## src/rtl/mem_arbiter.sv

```systemverilog
// Two-requester memory arbiter: fetch and data stages share one memory port.
// Round-robin on contention, bounded wait per access with timeout abort.
module mem_arbiter #(
  parameter int ASIZE   = 16,
  parameter int DSIZE   = 16,
  parameter int TIMEOUT = 15
) (
  input  logic             clk,
  input  logic             rst,
  input  logic             if_req,
  input  logic [ASIZE-1:0] if_addr,
  output logic             if_done,
  output logic [DSIZE-1:0] if_data,
  input  logic             d_req,
  input  logic             d_we,
  input  logic [ASIZE-1:0] d_addr,
  input  logic [DSIZE-1:0] d_wdata,
  output logic             d_done,
  output logic [DSIZE-1:0] d_rdata,
  output logic             err,
  output logic             busy,
  output logic [ASIZE-1:0] iaddr,
  output logic [ASIZE-1:0] daddr,
  output logic             read,
  output logic             wen,
  output logic [DSIZE-1:0] data_in,
  input  logic [DSIZE-1:0] data_out,
  input  logic             ready,
  input  logic             instruction_ready,
  input  logic             data_ready
);

  typedef enum logic [1:0] {IDLE, IWAIT, DWAIT, WWAIT} state_t;
  localparam int CW = $clog2(TIMEOUT + 1);

  state_t           state_q;
  logic [CW-1:0]    cnt_q;
  logic             prio_d_q;
  logic             if_done_q, d_done_q, err_q;
  logic [DSIZE-1:0] if_data_q, d_rdata_q, data_in_q;
  logic [ASIZE-1:0] iaddr_q, daddr_q;
  logic             read_q, wen_q;

  logic grant_d, can_grant, flag, tmo;

  assign grant_d   = d_req && (!if_req || prio_d_q);
  // No grant while a done pulse is out, so IDLE always lasts a cycle.
  assign can_grant = !(if_done_q || d_done_q);
  assign tmo       = (cnt_q == CW'(TIMEOUT - 1));

  always_comb begin
    flag = 1'b0;
    case (state_q)
      IWAIT:   flag = instruction_ready;
      DWAIT:   flag = data_ready;
      WWAIT:   flag = ready;
      default: flag = 1'b0;
    endcase
  end

  always_ff @(posedge clk or negedge rst) begin
    if (!rst) begin
      state_q   <= IDLE;
      cnt_q     <= '0;
      prio_d_q  <= 1'b1;
      if_done_q <= 1'b0;
      d_done_q  <= 1'b0;
      err_q     <= 1'b0;
      if_data_q <= '0;
      d_rdata_q <= '0;
      data_in_q <= '1;
      iaddr_q   <= '0;
      daddr_q   <= '0;
      read_q    <= 1'b0;
      wen_q     <= 1'b1;
    end else begin
      if_done_q <= 1'b0;
      d_done_q  <= 1'b0;
      err_q     <= 1'b0;
      case (state_q)
        IDLE: begin
          if (can_grant && (if_req || d_req)) begin
            cnt_q <= '0;
            if (grant_d) begin
              daddr_q  <= d_addr;
              read_q   <= 1'b1;
              prio_d_q <= 1'b0;
              // d_we is captured in the choice of wait state.
              if (d_we) begin
                data_in_q <= d_wdata;
                wen_q     <= 1'b0;
                state_q   <= WWAIT;
              end else begin
                state_q   <= DWAIT;
              end
            end else begin
              iaddr_q  <= if_addr;
              read_q   <= 1'b0;
              prio_d_q <= 1'b1;
              state_q  <= IWAIT;
            end
          end
        end
        IWAIT, DWAIT, WWAIT: begin
          if (flag || tmo) begin
            state_q   <= IDLE;
            wen_q     <= 1'b1;
            if_done_q <= (state_q == IWAIT);
            d_done_q  <= (state_q != IWAIT);
            err_q     <= !flag;
            if (flag && state_q == IWAIT) if_data_q <= data_out;
            if (flag && state_q == DWAIT) d_rdata_q <= data_out;
          end else begin
            cnt_q <= cnt_q + 1'b1;
          end
        end
        default: state_q <= IDLE;
      endcase
    end
  end

  assign if_done = if_done_q;
  assign d_done  = d_done_q;
  assign err     = err_q;
  assign if_data = if_data_q;
  assign d_rdata = d_rdata_q;
  assign busy    = (state_q != IDLE);
  assign iaddr   = iaddr_q;
  assign daddr   = daddr_q;
  assign read    = read_q;
  assign wen     = wen_q;
  assign data_in = data_in_q;

endmodule

```

## config.mk

```make
export PLATFORM = sky130hd
export DESIGN_NAME = mem_arbiter
export DESIGN_NICKNAME = d
export VERILOG_FILES = /design/src/rtl/mem_arbiter.sv
export SDC_FILE = /design/constraint.sdc
export NUM_CORES = 1
export LEC_CHECK = 0
export CAP_MARGIN = 10
export CORE_ASPECT_RATIO = 0.8
export CORE_MARGIN = 4
export CORE_UTILIZATION = 38
export DETAILED_ROUTE_END_ITERATION = 16
export PLACE_DENSITY_LB_ADDON = 0.25
export SYNTH_ARGS = -nofsm -noshare
export SYNTH_HDL_FRONTEND = slang
export SYNTH_SLANG_ARGS = --single-unit
export TNS_END_PERCENT = 5
```

## constraint.sdc

```tcl
create_clock -name clk -period 1.9 [get_ports clk]
set_clock_uncertainty 0.05 [all_clocks]
set_input_delay 0.38 -clock clk [delete_from_list [all_inputs] [get_ports clk]]
set_output_delay 0.38 -clock clk [all_outputs]
set_load 0.03 [all_outputs]
```

* Word-level counts from Yosys, hierarchy flattened *
Index checks and enable logic that the tools add are counted.

operators by class
  add/subtract/negate cells = 1
  equality and inequality tests = 10
  muxes and demuxes = 22
  bitwise operators = 1
  reduce and logical (&&, ||, !) cells = 23

operator list
  operator                                                count
  two-way mux 1 bit                                       13
  AND reduction 3 bit                                     4
  inequality test 2 bit (second input constant)           5
  two-way mux 4 bit                                       2
  one-hot mux 4 bit (2 select lines)                      1
  AND reduction 4 bit                                     2
  two-way mux 2 bit                                       3
  AND reduction 2 bit                                     3
  adder 4 x 1 -> 4 bit (second input constant)            1
  == test 2 bit (second input constant)                   2
  == test 4 bit (second input constant)                   1
  logical AND 1 bit                                       4
  logical OR 1 bit                                        4
  one-hot mux 2 bit (2 select lines)                      1
  logical NOT 1 bit                                       3
  one-hot mux 1 bit (3 select lines)                      1
  OR reduction 3 bit                                      1
  == test 2 x 1 -> 1 bit (second input constant)          1
  logical NOT 2 bit                                       1
  inequality test 2 x 1 -> 1 bit (second input constant)  1
  one-hot mux 1 bit (2 select lines)                      1
  nonzero test 2 bit                                      1
  NOT 1 bit                                               1

word-level totals
  bits in registers = 92
  input port bits = 72
  output and inout bits = 86
  logic and storage cells = 70

* Longest topological paths before layout *
  depth in word-level cells = 6
  depth in mapped cells = 6
  depth with buffers taken out = 6

* Worst setup path after synthesis *
No wires, ideal clock.

  path type = flip-flop to flip-flop
  start point = register state_q[1]
  end point = register iaddr_q[0], in the netlist iaddr[0]
  setup time = 0.125 ns
  data arrival time = 1.693 ns
  data required time = 1.725 ns
  slack = 0.032 ns
  stages on the path, launching flop included = 7
  path buffers = 2
  period minus slack after synthesis = 1.868 ns
  cell sequence = dfrtp_1 > buf_6 > nor4_4 > o21ai_2 > nor2_4 > buf_12 > mux2_4

on the way
  cells in the longest elaborated chain, start to end = 2

RTL lines
  item                                  RTL line  text
  from (decl)                           36        state_t state_q;
  from (signal assigned)                63        state_q <= IDLE;
  from (signal assigned)                92        state_q <= WWAIT;
  from (signal assigned)                94        state_q <= DWAIT;
  logical NOT 2 bit                     80        case (state_q)
  AND reduction 3 bit (no source line)  -
  to (signal assigned)                  97        iaddr_q <= if_addr;
  to (decl)                             41        logic [ASIZE-1:0] iaddr_q, daddr_q;

Every way passes these cells.
A chain may end at the register's enable or synchronous reset.

* Worst setup path in the final report *
  start point = register iaddr_q[14], in the netlist iaddr[14]
  end point = output port iaddr[14]

RTL lines
  item       RTL line  text
  to (decl)  22        output logic [ASIZE-1:0] iaddr,

No word-level cell between the ends.

==> flow_metrics.env <==
export IMPL_seq_area_frac_synth_pct=64.2
export IMPL_fill_cells=716
export IMPL_syn_to_final_growth_pct=59.3
export IMPL_gr_usage_all_layers_pct=15.7
export IMPL_p_int_w=0.00708
export IMPL_netlist_area_um2=3620
export IMPL_antennaDiodeCount=0
export IMPL_worstHoldStart="read"
export IMPL_max_freq_mhz=549
export IMPL_comb_power_share_pct=51.2
export IMPL_drc=0
export IMPL_p_seq_share_pct=31.5
export IMPL_async_flop_share_pct=100
export IMPL_die_h_um=95.3
export IMPL_cp_required_ns=1.47
export IMPL_dieArea_um2=11200
export IMPL_coreArea_um2=9150
export IMPL_synth_area_leader_cell="dfrtp_1"
export IMPL_path_max_fanout=2
export IMPL_pwr_density_cell_nw_per_um2=1970
export IMPL_finalCritPeriodShare_pct=96.0
export IMPL_ios=158
export IMPL_grt_setup_unrepaired="true"
export IMPL_cp_data_arrival_time_ns=1.39
export IMPL_crit_slowest_cell="clkdlybuf4s50_1"
export IMPL_crit_path_end_kind="output port"
export IMPL_synth_distinct_cells=32
export IMPL_synth_nets=296
export IMPL_finalSetupViolCount=0
export IMPL_dp_slack_ns=-0.233
export IMPL_final_nets=472
export IMPL_wire_per_inst_um=16.4
export IMPL_clkTransAtPathRegs_ns=0.06
export IMPL_yosys_area_top_type_share_pct=51.2
export IMPL_syn_inst=222
export IMPL_r2r_slack_ns=0.17
export IMPL_grt_pass1_vias=2694
export IMPL_whs_endpoint="read"
export IMPL_vias=2429
export IMPL_slew_headroom_pct=68.3
export IMPL_power_switching_w=0.00428
export IMPL_grt_remaining_overflow=0
export IMPL_ff2ff_path_depth=5
export IMPL_synthFlopType="dfrtp_1"
export IMPL_clk_latency_ns=0.33
export IMPL_report_final_slew_viol_count=0
export IMPL_grt_pass1_wl_um=13300
export IMPL_hold_class="flip-flop to flip-flop"
export IMPL_cts_num_sinks=92
export IMPL_routed_wl_um=8470
export IMPL_synth_seq_cells=92
export IMPL_synth_common_cells="dfrtp_1, mux2_2, dfstp_2"
export IMPL_path_cells="clkdlybuf4s50_1"
export IMPL_maxCapViolCount=0
export IMPL_path_buf_inv=1
export IMPL_swShare_pct=37.7
export IMPL_die_x_um=117
export IMPL_drtIter0Drc=61
export IMPL_p_total_w=0.0114
export IMPL_row_count=31
export IMPL_clock_root_buffer="clkbuf_16"
export IMPL_synth_area_top_cells="dfrtp_1, mux2_2, dfstp_2"
export IMPL_cts_max_level=3
export IMPL_io_buffer_count=157
export IMPL_hold_depth=2
export IMPL_grt_max_degree=39
export IMPL_gp_congestion=0.783
export IMPL_synth_warning_count=0
export IMPL_setup_ws_ns=0.0769
export IMPL_clkPwrFrac_pct=17.3
export IMPL_multi_input_area_um2=1220
export IMPL_cpPeakStageDelay_ns=0.68
export IMPL_peakVddDrop_mv=0.886
export IMPL_seqCellArea_um2=2320
export IMPL_ant_nets=0
export IMPL_synth_edf_count=0
export IMPL_fin_crit_ns=1.82
export IMPL_cp_top_family="buffers and inverters"
export IMPL_p_leak_nw=2.51
export IMPL_cts_buffers=9
export IMPL_synth_avg_cell_area_um2=16.3
export IMPL_r2r_end="data_in[2]"
export IMPL_cts_buffer_depth=2
export IMPL_worst_slew_pin_slew_ns=0.475
export IMPL_critPathKind="flip-flop to output port"
export IMPL_r2r_start="prio_d_q"
export IMPL_tritoncts="built"
export IMPL_viasPerCell=4.70
export IMPL_start_util_pct=39.5
export IMPL_start_kind="flip-flop"
export IMPL_synth_most_common_cell="dfrtp_1"
export IMPL_hold_viol_final=0
export IMPL_dr_pass1_iters=4
export IMPL_status="completed"
export IMPL_drive_above_1_share_pct=33.6
export IMPL_dp_hpwl_um=6290
export IMPL_antenna_found_initial=0
-- cells by family (layout without fill, tap and decap cells) --
family	after synthesis	after routing	synth area share, %
flops	92	92	64.2
compound gates	12	12	2.52
buf+inv	11	191	2.11
fa+ha+maj	2	2	0.691
simple gates	22	22	3.80
mux	83	83	26.7
-- cells in the final DEF, fill, tap and decap left out, types with 2 or more instances in the layout --
| cell type | synthesis | routed |
|---|---|---|
| dfrtp_1 | 74 | 74 |
| mux2_2 | 71 | 71 |
| nor2_1 | 3 | 2 |
| nand2_1 | 8 | 8 |
| o31ai_1 | 2 | 2 |
| buf_12 | 1 | 5 |
| o211ai_1 | 2 | 2 |
| inv_1 | 4 | 4 |
| dlymetal6s2s_1 | 0 | 2 |
| dfstp_2 | 18 | 18 |
| clkbuf_16 | 0 | 9 |
| dlygate4sd2_1 | 0 | 17 |
| clkinv_2 | 0 | 2 |
| ha_1 | 2 | 2 |
| nor3b_1 | 2 | 2 |
| mux2_4 | 9 | 9 |
| bufinv_16 | 0 | 3 |
| mux2i_1 | 3 | 3 |
| nand3b_1 | 2 | 2 |
| buf_4 | 2 | 10 |
| clkdlybuf4s50_1 | 0 | 136 |
-- through the flow --
stage          hold WS [ns]  TNS (ns)  instance area [um2]  std cells  util, %
3_5_place_dp          0.279     -8.71                 5420        500     59.2
6_report              0.436         0                 5770        517     63.0
3_3_place_gp          0.279     -7.83                 5420        500     59.2
2_1_floorplan        0.0344         0                 3620        222        -
4_1_cts               0.442  -0.00885                 5740        516     62.7
5_1_grt               0.462   -0.0109                 5770        517     63.0
-- what timing repair did --
action,in CTS,in global routing
endpoints found under the setup margin,19,19
resized for setup,20,3
hold buffers,1,0
endpoints found under the hold margin,16,0
pin swaps,0,1
setup buffers,0,1
-- layer usage --
metal	GRT usage, %	vias to the layer above	routed length, um
li1	-	1135	-
met1	18.3	1197	3430
met2	25.4	84	4130
met3	7.30	13	767
met4	6.02	0	153
met5	0	-	0
-- state kept, by name, summed over array words and instances (netlist names), 2 cells and up --
signal	count
if_data	16
daddr	16
iaddr	16
cnt_q	4
state_q	2
data_in	16
d_rdata	16
-- how the worst max path moves through the flow --
stage                     slack, ns  depth (start not counted)   endpoint       start
final                          0.08                          1  iaddr[14]   iaddr[14]
after CTS                    -0.009                          4   iaddr[8]  state_q[1]
after global placement        -0.21                          4   iaddr[6]       d_req
after floorplan                0.03                          6   iaddr[0]  state_q[1]
after global routing          -0.01                          4       busy  state_q[1]
after detailed placement      -0.23                          4   iaddr[8]       d_req
-- cell type report --
class / instances / share of cell area [%]
sequential: 92 / 40.3
tap: 115 / 2.50
multi-input combinational: 119 / 21.2
clock inverter: 6 / 1.80
clock buffer: 9 / 3.91
inverter: 4 / 0.260
timing repair buffer: 172 / 30.0
-- power groups by stage --
stage / Sequential [W] / Clock [W] / Combinational [W]
4_1_cts: 0.00359 / 0.00203 / 0.00586
6_report: 0.00358 / 0.00197 / 0.00582
3_5_place_dp: 0.00361 / 0 / 0.00597
3_3_place_gp: 0.00357 / 0 / 0.00590
5_1_grt: 0.00371 / 0.00211 / 0.00614
2_1_floorplan: 0.00540 / 0 / 0.00166
Power figures use the tool's default switching activity.
